===== config.mk =====
export PLATFORM = sky130hd
export DESIGN_NAME = dp_freelist_2a2f
export DESIGN_NICKNAME = d
export VERILOG_FILES = /design/src/rtl/dp_freelist_2a2f.sv
export SDC_FILE = /design/constraint.sdc
export NUM_CORES = 1
export LEC_CHECK = 0
export ABC_AREA = 1
export BUFFER_PORTS_ARGS = -buffer_cell sky130_fd_sc_hd__buf_2
export CELL_PAD_IN_SITES_DETAIL_PLACEMENT = 2
export CELL_PAD_IN_SITES_GLOBAL_PLACEMENT = 2
export CORE_ASPECT_RATIO = 1.5
export CORE_MARGIN = 8
export CORE_UTILIZATION = 34
export DETAILED_ROUTE_END_ITERATION = 10
export PLACE_DENSITY = 0.88
export SLEW_MARGIN = 20
export SYNTH_ARGS = -nofsm -noshare
export SYNTH_HDL_FRONTEND = slang
export SYNTH_SLANG_ARGS = --single-unit

===== constraint.sdc =====
create_clock -name clk_i -period 5.2 [get_ports clk_i]
set_clock_uncertainty 0.15 [all_clocks]
set_input_delay 0.52 -clock clk_i [delete_from_list [all_inputs] [get_ports clk_i]]
set_output_delay 0.52 -clock clk_i [all_outputs]
set_load 0.1 [all_outputs]

===== src/rtl/dp_freelist_2a2f.sv =====
// Physical-register free list: circular queue handing out up to two tags per cycle and taking up to two back.
// Zero-cycle allocation from the registered head; frees become allocatable one edge later; overflowing frees are dropped.
module dp_freelist_2a2f #(
    parameter int TAG_WIDTH = 6,
    parameter int DEPTH     = 32,
    parameter int INIT_BASE = 32
) (
    input  logic                         clk_i,
    input  logic                         rst_ni,
    input  logic                         alloc_req1,
    input  logic                         alloc_req2,
    output logic [TAG_WIDTH-1:0]         alloc_tag1,
    output logic [TAG_WIDTH-1:0]         alloc_tag2,
    output logic                         alloc_ok1,
    output logic                         alloc_ok2,
    input  logic                         free_we1,
    input  logic                         free_we2,
    input  logic [TAG_WIDTH-1:0]         free_tag1,
    input  logic [TAG_WIDTH-1:0]         free_tag2,
    output logic [$clog2(DEPTH):0]       count_o,
    output logic                         err_o
);
    localparam int AW = $clog2(DEPTH);
    localparam int CW = AW + 1;

    logic [TAG_WIDTH-1:0] mem_q [DEPTH];
    logic [TAG_WIDTH-1:0] mem_d [DEPTH];
    logic [AW-1:0]        head_q, head_d, tail_q, tail_d;
    logic [AW-1:0]        head_p1, tail_p1;
    logic [CW-1:0]        count_q, count_d, space;
    logic                 err_q, err_d, err_a;
    logic [1:0]           n_a, n_f, n_f_req;
    logic                 wr0_en, wr1_en;
    logic [TAG_WIDTH-1:0] wr0_dat;

    assign head_p1    = head_q + AW'(1);
    assign tail_p1    = tail_q + AW'(1);
    assign alloc_tag1 = mem_q[head_q];
    assign alloc_tag2 = mem_q[head_p1];
    assign alloc_ok1  = (count_q != '0);
    assign alloc_ok2  = (count_q >= CW'(2));
    assign count_o    = count_q;
    assign err_o      = err_q;

    always_comb begin
        n_a   = 2'd0;
        err_a = 1'b0;
        if (alloc_req1) begin
            if (count_q == '0) begin
                err_a = 1'b1;
            end else if (alloc_req2 && (count_q == CW'(1))) begin
                n_a   = 2'd1;
                err_a = 1'b1;
            end else if (alloc_req2) begin
                n_a = 2'd2;
            end else begin
                n_a = 2'd1;
            end
        end else if (alloc_req2) begin
            err_a = 1'b1;
        end

        // Room left after this cycle's pops; frees beyond it are dropped, strobe 1 first.
        space   = CW'(DEPTH) - count_q + CW'(n_a);
        n_f_req = {1'b0, free_we1} + {1'b0, free_we2};
        wr0_en  = (free_we1 | free_we2) && (space != '0);
        wr1_en  = free_we1 && free_we2 && (space >= CW'(2));
        wr0_dat = free_we1 ? free_tag1 : free_tag2;
        n_f     = {1'b0, wr0_en} + {1'b0, wr1_en};

        head_d  = head_q + AW'(n_a);
        tail_d  = tail_q + AW'(n_f);
        count_d = count_q - CW'(n_a) + CW'(n_f);
        err_d   = err_q | err_a | (n_f != n_f_req);
    end

    always_comb begin
        for (int i = 0; i < DEPTH; i++) begin
            mem_d[i] = mem_q[i];
            if (!rst_ni) begin
                mem_d[i] = TAG_WIDTH'(INIT_BASE + i);
            end else if (wr0_en && (tail_q == AW'(i))) begin
                mem_d[i] = wr0_dat;
            end else if (wr1_en && (tail_p1 == AW'(i))) begin
                mem_d[i] = free_tag2;
            end
        end
    end

    always_ff @(posedge clk_i) begin
        mem_q <= mem_d;
    end

    always_ff @(posedge clk_i) begin
        if (!rst_ni) begin
            head_q  <= '0;
            tail_q  <= '0;
            count_q <= CW'(DEPTH);
            err_q   <= 1'b0;
        end else begin
            head_q  <= head_d;
            tail_q  <= tail_d;
            count_q <= count_d;
            err_q   <= err_d;
        end
    end
endmodule


==> summary.md, run 1 <==
| Metric | Value |
|---|---|
| Synth Area in Simple Gates | 47.3% |
| DRC | 0 |
| Post-layout instance area | 18500 µm² |
| CP startpoint kind | register |
| Pwr/cell area | 446 nW/µm² |
| Port bufs | 38 |
| Synthesis-stage register bit count | 209 |
| Pins Over Slew Limit | 0 |
| Synth unique cells | 33 |
| Max_cap viols | 0 |
| Layout fillers | 6280 |
| Routed vias | 22800 |
| Synth Area in Compound Gates | 12.6% |
| Worst vdd ir | 616 µV |
| Max clock buf depth | 3 |
| Die ar. | 57700 µm² |
| Max Used Layer | met5 |
| Core area | 49500 µm² |
| Worst endpoint required time | 5.45 ns |
| M1 WL | 38100 µm |
| Cell Chain, Critical Path | clkinvlp_4, ha_4, nand3_4, or2_4, nand2_1, nor2_2, ha_1, inv_1, nand2_1, nand3_1, nand2_1, nand2_2, a21oi_1, ha_1, inv_1, ha_1, inv_1, ha_1, a21o_1, a31oi_1, o21bai_1, and2_1, o21ai_0, nand3_1 |
| Clock Latency Late Sink | 0.59 ns |
| Crit path max fanout | 5 |
| CP Data Arrival Time | 5.38 ns |
| Synth Instances | 2990 |
| Final worst-path cycle share | 98.7% |
| Routed WL | 109000 µm |
| Final setup vio count | 0 |
| Site row count | 100 |
| Post-synthesis mux area share | 0% |
| Crit path depth | 24 |
| Htree depth | 1 |
| Clk slew on worst S/H paths | 0.06 ns |
| Slew headroom | 21.5% |
| Die width | 199 µm |
| Multi-input combinational cell area | 10700 µm² |
| Crit path max-delay family | simple AND/OR/NAND/NOR gates |
| Worst-case reg-to-reg path depth | 24 |
| Avg Cell Area, Syn | 5.70 µm² |
| Pwr Total | 8.26 mW |
| Synthesized net count | 3036 |
| GRT overflow | 0 |
| Gpl congestion | 0.923 |
| RR Startpoint | count_o[3] |
| Post-CTS Hold Buffers | 0 |
| Critical-path top delay cell | dfxtp_4 |
| Sequential share of the synthesized area | 24.6% |
| Total track usage | 36.6% |
| RSZ-0062 raised after global routing | yes |
| Post-place setup slack | 0.0728 ns |
| Critical Path End Type | register |
| CTS buffer count | 26 |
| TritonRoute pass-1 iters | 5 |
| WL met3 | 9320 µm |
| Global-route wire length before repair | 161000 µm |
| CTS tree | done |
| Largest net degree at the start of global routing | 118 |
| Reg2reg setup slack | 0.07 ns |
| Root buf cell | clkbuf_16 |
| Top cell by count, worst path | ha_1 |
| Ports | 39 |
| HPWL after DPL | 60600 µm |
| Synthesized cell area | 17000 µm² |
| Vias per cell | 6.40 |
| Register area | 4200 µm² |
| Vias in the first global route | 25300 |
| Detail Route met2 WL | 51300 µm |
| Area grow syn2layout | 8.69% |
| P_leak | 9.52 nW |
| Fin. Hold Viols | 0 |
| CP Capture Point | count_o[5] |
| Critical path class | register to register |
| Main combinational cell family by area after synthesis | simple AND/OR/NAND/NOR gates |
| Worst Setup SP | count_o[3] |
| Initial antenna violation count | 4 |
| Dpl cell area | 17500 µm² |
| Synth Area in Adders | 2.23% |
| Clk sinks | 209 |
| Run status | finished clean |
| Xor-xnor portion of the synthesized cell area | 0.308% |
| Initial core utilization | 34.4% |
| Worst slew pin tran | 1.17 ns |
| Proportion of layout cells with a drive suffix above 1 | 7.92% |
| Crit Reg-Reg Endpoint | count_o[5] |
| Die Y | 290 µm |
| Highest Clock Rate | 195 MHz |
| Drt wl/cell | 30.6 µm |
| CP bufs+invs | 4 |
| Min-Delay Startpoint | alloc_req2 |
| Initial drt markers | 2316 |
| Post-route setup slack | 0.0669 ns |
| ANT nets after route | 0 |
| Critical path's largest stage delay | 0.39 ns |
| Crit path time final | 5.13 ns |
| Hold crit path type | input pin to register |
| Number of nets in the layout | 2918 |
| Syn. warnings | 0 |
==> layout by cell type, fill, tap and decap left out, types with 9 or more instances in the layout <==
cell / synthesis / final
nand4_1: 194 / 194
clkbuf_16: 0 / 27
a21oi_1: 159 / 159
inv_1: 299 / 295
o21ai_0: 180 / 179
o211ai_1: 40 / 40
nor2_2: 6 / 9
clkbuf_1: 120 / 9
ha_1: 24 / 20
nand3_2: 55 / 55
nor2_1: 270 / 266
buf_4: 25 / 44
buf_2: 53 / 37
a31oi_1: 16 / 15
dfxtp_1: 209 / 202
nand2_1: 959 / 957
nand3_1: 310 / 309
==> sequential cells by signal, indices dropped and copies added (netlist names) <==
name     flops
mem_q      192
err_o        1
tail_q       5
count_o      6
head_q       5
==> Yosys cell counts <==
master    count  area (µm²)
nand2_1     959        3600
nand3_1     310        1550
inv_1       299        1120
nor2_1      270        1010
dfxtp_1     209        4180
nand4_1     194        1210
o21ai_0     180         901
a21oi_1     159         796
clkbuf_1    120         450
nand3_2      55         551
buf_2        53         265
o211ai_1     40         300
buf_1        34         128
buf_4        25         188
ha_1         24         300
a31oi_1      16         100
inv_2         7        26.3
nor2_2        6        37.5
buf_6         4        45.0
fa_1          4        80.1
nand3b_1      4        30.0
xor2_1        4        35.0
a21o_1        2        15.0
nand2_2       2        12.5
xnor2_1       2        17.5
a32oi_1       1        8.76
and2_1        1        6.26
clkinv_1      1        3.75
nand3_4       1        17.5
nor2_4        1        11.3
o21bai_1      1        7.51
o21bai_2      1        11.3
or2_2         1        6.26
==> metal layers <==
layer	up-vias	global-route usage (%)
met1	11200	39.9
met4	4	29.9
met3	659	7.69
li1	9492	-
met5	-	0
met2	1399	60.3
==> worst min-delay path by stage <==
stage	cells after the start	endpoint	slack [ns]
6_report	3	err_o	0.12
2_1_floorplan	1	head_q[3]	0.32
5_1_grt	3	err_o	0.11
3_5_place_dp	4	mem_q[155]	0.40
4_1_cts	3	err_o	0.05
3_3_place_gp	1	head_q[3]	0.34
==> worst min-delay path: cells and delay by family <==
kind                   cells  cell delay, ns
AOI/OAI and AO/OA          1            0.07
and+or+nand+nor            1            0.11
buffers and inverters      1            0.10
==> stage by stage <==
step | hold slack [ns] | utilization (%) | TNS [ns] | std cells
floorplan | 0.316 | - | 0 | 2990
global placement | 0.342 | 35.3 | 0 | 3503
detailed placement | 0.403 | 35.3 | 0 | 3503
CTS | 0.0507 | 37.2 | 0 | 3552
global route | 0.109 | 37.4 | -0.0285 | 3555
finish | 0.115 | 37.4 | 0 | 3557
==> layout make-up <==
class / instances / share of cell area (%)
clock buffer: 43 / 4.35
timing repair buffer: 90 / 3.66
multi-input combinational: 2238 / 57.9
tap: 663 / 4.48
sequential: 209 / 22.7
clock inverter: 5 / 0.561
antenna: 2 / 0.0270
inverter: 307 / 6.31
==> kinds of logic (layout without fill, tap and decap cells) <==
logic type | after synthesis | count (layout)
compound gates | 400 | 400
xor+xnor | 6 | 6
fa+ha+maj | 28 | 28
buf+inv | 543 | 445
flops | 209 | 209
other cells | 0 | 2
simple gates | 1804 | 1804
==> power by group <==
| part | internal [mW] | leakage [nW] | switching (mW) |
|---|---|---|---|
| registers | 1.75 | 1.70 | 0.194 |
| logic | 0.949 | 7.38 | 3.28 |
| clock network | 1.20 | 0.444 | 0.894 |
==> what timing repair did <==
item,4_1_cts,5_1_grt
setup buffers,1,3
endpoints found under the setup margin,2,5
cloned,0,0
gates resized for setup,11,9
pin swaps,1,5
Note: power is estimated with default switching activity, not from simulation.
==> run 2, diff against run 1 <==
- CORE_UTILIZATION: 34 -> 31
- PLACE_DENSITY: 0.88 -> 0.85
- clock period: 5.2 -> 4.4 ns (I/O delays scaled with it)
==> summary.md, run 2 (same netlist as run 1, synthesis figures left out) <==
| Metric | Value |
|---|---|
| Run status | finished, violations left |
| Failing checks | setup timing |
| Die width | 207 µm (+4.3%) |
| Post-place setup slack | -0.366 ns (-0.439 ns) |
| Site row count | 105 (+5.0%) |
| Min-Delay Startpoint | alloc_req2 |
| Final worst-path cycle share | 113% |
| Area grow syn2layout | 15.7% |
| Die Y | 303 µm (+4.5%) |
| Worst-case reg-to-reg path depth | 26 (+8.3%) |
| Critical path class | register to output pin |
| CP startpoint kind | register |
| Proportion of layout cells with a drive suffix above 1 | 11.7% (+3.7 points) |
| Largest Register | mem_q |
| TritonRoute pass-1 iters | 5 (unchanged) |
| Slew headroom | 9.44% (-12 points) |
| CP Data Arrival Time | 4.37 ns (-1.01 ns) |
| Placed instance count | 3597 (+2.7%) |
| CTS tree | done |
| Vias in the first global route | 25700 (+1.8%) |
| Global-route wire length before repair | 168000 µm (+4.5%) |
| Hold crit path type | input pin to register |
| Most common cell after layout, fill and taps aside | nand2_1 |
| Gpl congestion | 0.925 (+0.19%) |
| Highest Clock Rate | 202 MHz |
| Hold Path Cell Cnt | 3 (unchanged) |
| Initial core utilization | 31.2% (-3.1 points) |
| Hold Worst Slack | 0.136 ns (+0.0209 ns) |
| Clk slew on worst S/H paths | 0.08 ns (+0.02 ns) |
| Fin. Hold Viols | 0 (unchanged) |
| Number of nets in the layout | 3005 (+3.0%) |
| Vias per cell | 6.51 (+1.7%) |
| Crit path time final | 4.96 ns |
| Worst endpoint required time | 3.81 ns (-1.64 ns) |
| Pins Over Slew Limit | 0 (unchanged) |
| Post-CTS Hold Buffers | 0 (unchanged) |
| Post-route setup slack | -0.555 ns (-0.622 ns) |
| Die ar. | 62900 µm² (+9.0%) |
| DRC | 0 (unchanged) |
| CTS buffer count | 24 (-7.7%) |
| Most frequent cells in the layout | nand2_1, nand3_1, inv_1 |
| Max clock buf depth | 3 (unchanged) |
| Crit Reg-Reg Endpoint | count_o[4] |
| ANT nets after route | 0 (unchanged) |
| Crit path max fanout | 25 (+20) |
| Initial drt markers | 2174 (-6.1%) |
| Reg2reg setup slack | -0.33 ns (-0.40 ns) |
| Initial antenna violation count | 5 (+1) |
| Total track usage | 35.0% (-1.7 points) |
| Largest net degree at the start of global routing | 113 (-4.2%) |
| Worst vdd ir | 542 µV (-12%) |
| Routed vias | 23900 (+5.1%) |
| Pwr/cell area | 552 nW/µm² (+24%) |
| Hold Path Sink | err_o |
| HPWL after DPL | 63800 µm (+5.2%) |
| Drt wl/cell | 32.7 µm (+6.9%) |
| Final setup vio count | 7 (+7) |
| Critical Path End Type | output pin |
| Setup_tns | -1.45 ns (-1.45 ns) |
| Ports | 39 (unchanged) |
| Core area | 54500 µm² (+10%) |
| Clk sinks | 209 (unchanged) |
| Clock Latency Late Sink | 0.59 ns (about the same) |
| RR Startpoint | count_o[1] |
| P_leak | 10.0 nW (+5.5%) |
| Port bufs | 38 (unchanged) |
| RSZ-0062 raised after global routing | yes |
| Routed WL | 120000 µm (+11%) |
| Root buf cell | clkbuf_16 |
| Post-Layout Cell Count | 3676 (+3.3%) |
| GRT overflow | 0 (unchanged) |
| Worst slew pin tran | 1.35 ns (+0.187 ns) |
| Htree depth | 1 (unchanged) |
| Max_cap viols | 0 (unchanged) |
| Max FFs per register | 192 (unchanged) |
## run 2: repair_timing
action / CTS / global route
buffers inserted: 21 / 10
setup endpoints to repair: 9 / 13
pin swaps: 19 / 16
gates cloned: 0 / 0
resized for setup: 21 / 29
endpoints found under the hold margin: 0 / 0
## run 2: metal layers
layer,part of all wire [%],vias up,GRT usage (%),routed length [µm]
li1,-,9676,-,-
met4,11,4,32.8,13700
met3,9.0,859,8.37,10900
met1,34,11700,35.8,40700
met5,0.022,-,0,27
met2,46,1674,58.8,55100
## run 2: how the worst max path moves through the flow
stage               slack [ns]  cells after the start             to  startpoint
floorplan                -0.32                     27     count_o[4]  count_o[2]
global placement          0.09                     27     count_o[4]  count_o[2]
detailed placement       -0.37                     27     count_o[4]  count_o[2]
CTS                      -0.11                     27     count_o[4]  count_o[4]
global route             -0.59                     10  alloc_tag2[0]   head_q[1]
finish                   -0.56                     10  alloc_tag2[0]   head_q[1]
## run 2: area by class of cell
class,count,area (µm²)
inverters,307,1190
fillers,6545,34800
clock inverters,6,155
flip-flops and latches,209,4210
multi-input cells,2238,10900
well taps,695,870
diodes,4,10.0
clock buffers,38,744
repair buffers,179,1590
## run 2: power by group
group          switching, mW  internal [mW]  total (mW)
Clock                   1.07           1.45        2.52
Sequential             0.204           2.07        2.27
Combinational           4.40           1.68        6.08
Total                   5.67           5.21        10.9
## run 2: metrics by stage
step	instance area (µm²)	utilization (%)	total power [mW]
global placement	18300	33.6	6.85
CTS	19500	35.7	10.1
floorplan	17200	-	5.36
finish	19700	36.1	10.9
global route	19700	36.1	11.0
detailed placement	18300	33.6	7.19
## run 2: critical path: stages (launching register included)
cell	delay, ns
dfxtp_4	0.46
ha_2	0.44
buf_4	0.35
inv_1	0.15
buf_4	0.28
a21oi_1	0.17
o21ai_0	0.11
nand3_1	0.10
nand3_1	0.24
a31oi_1	1.14
buf_12	0.28
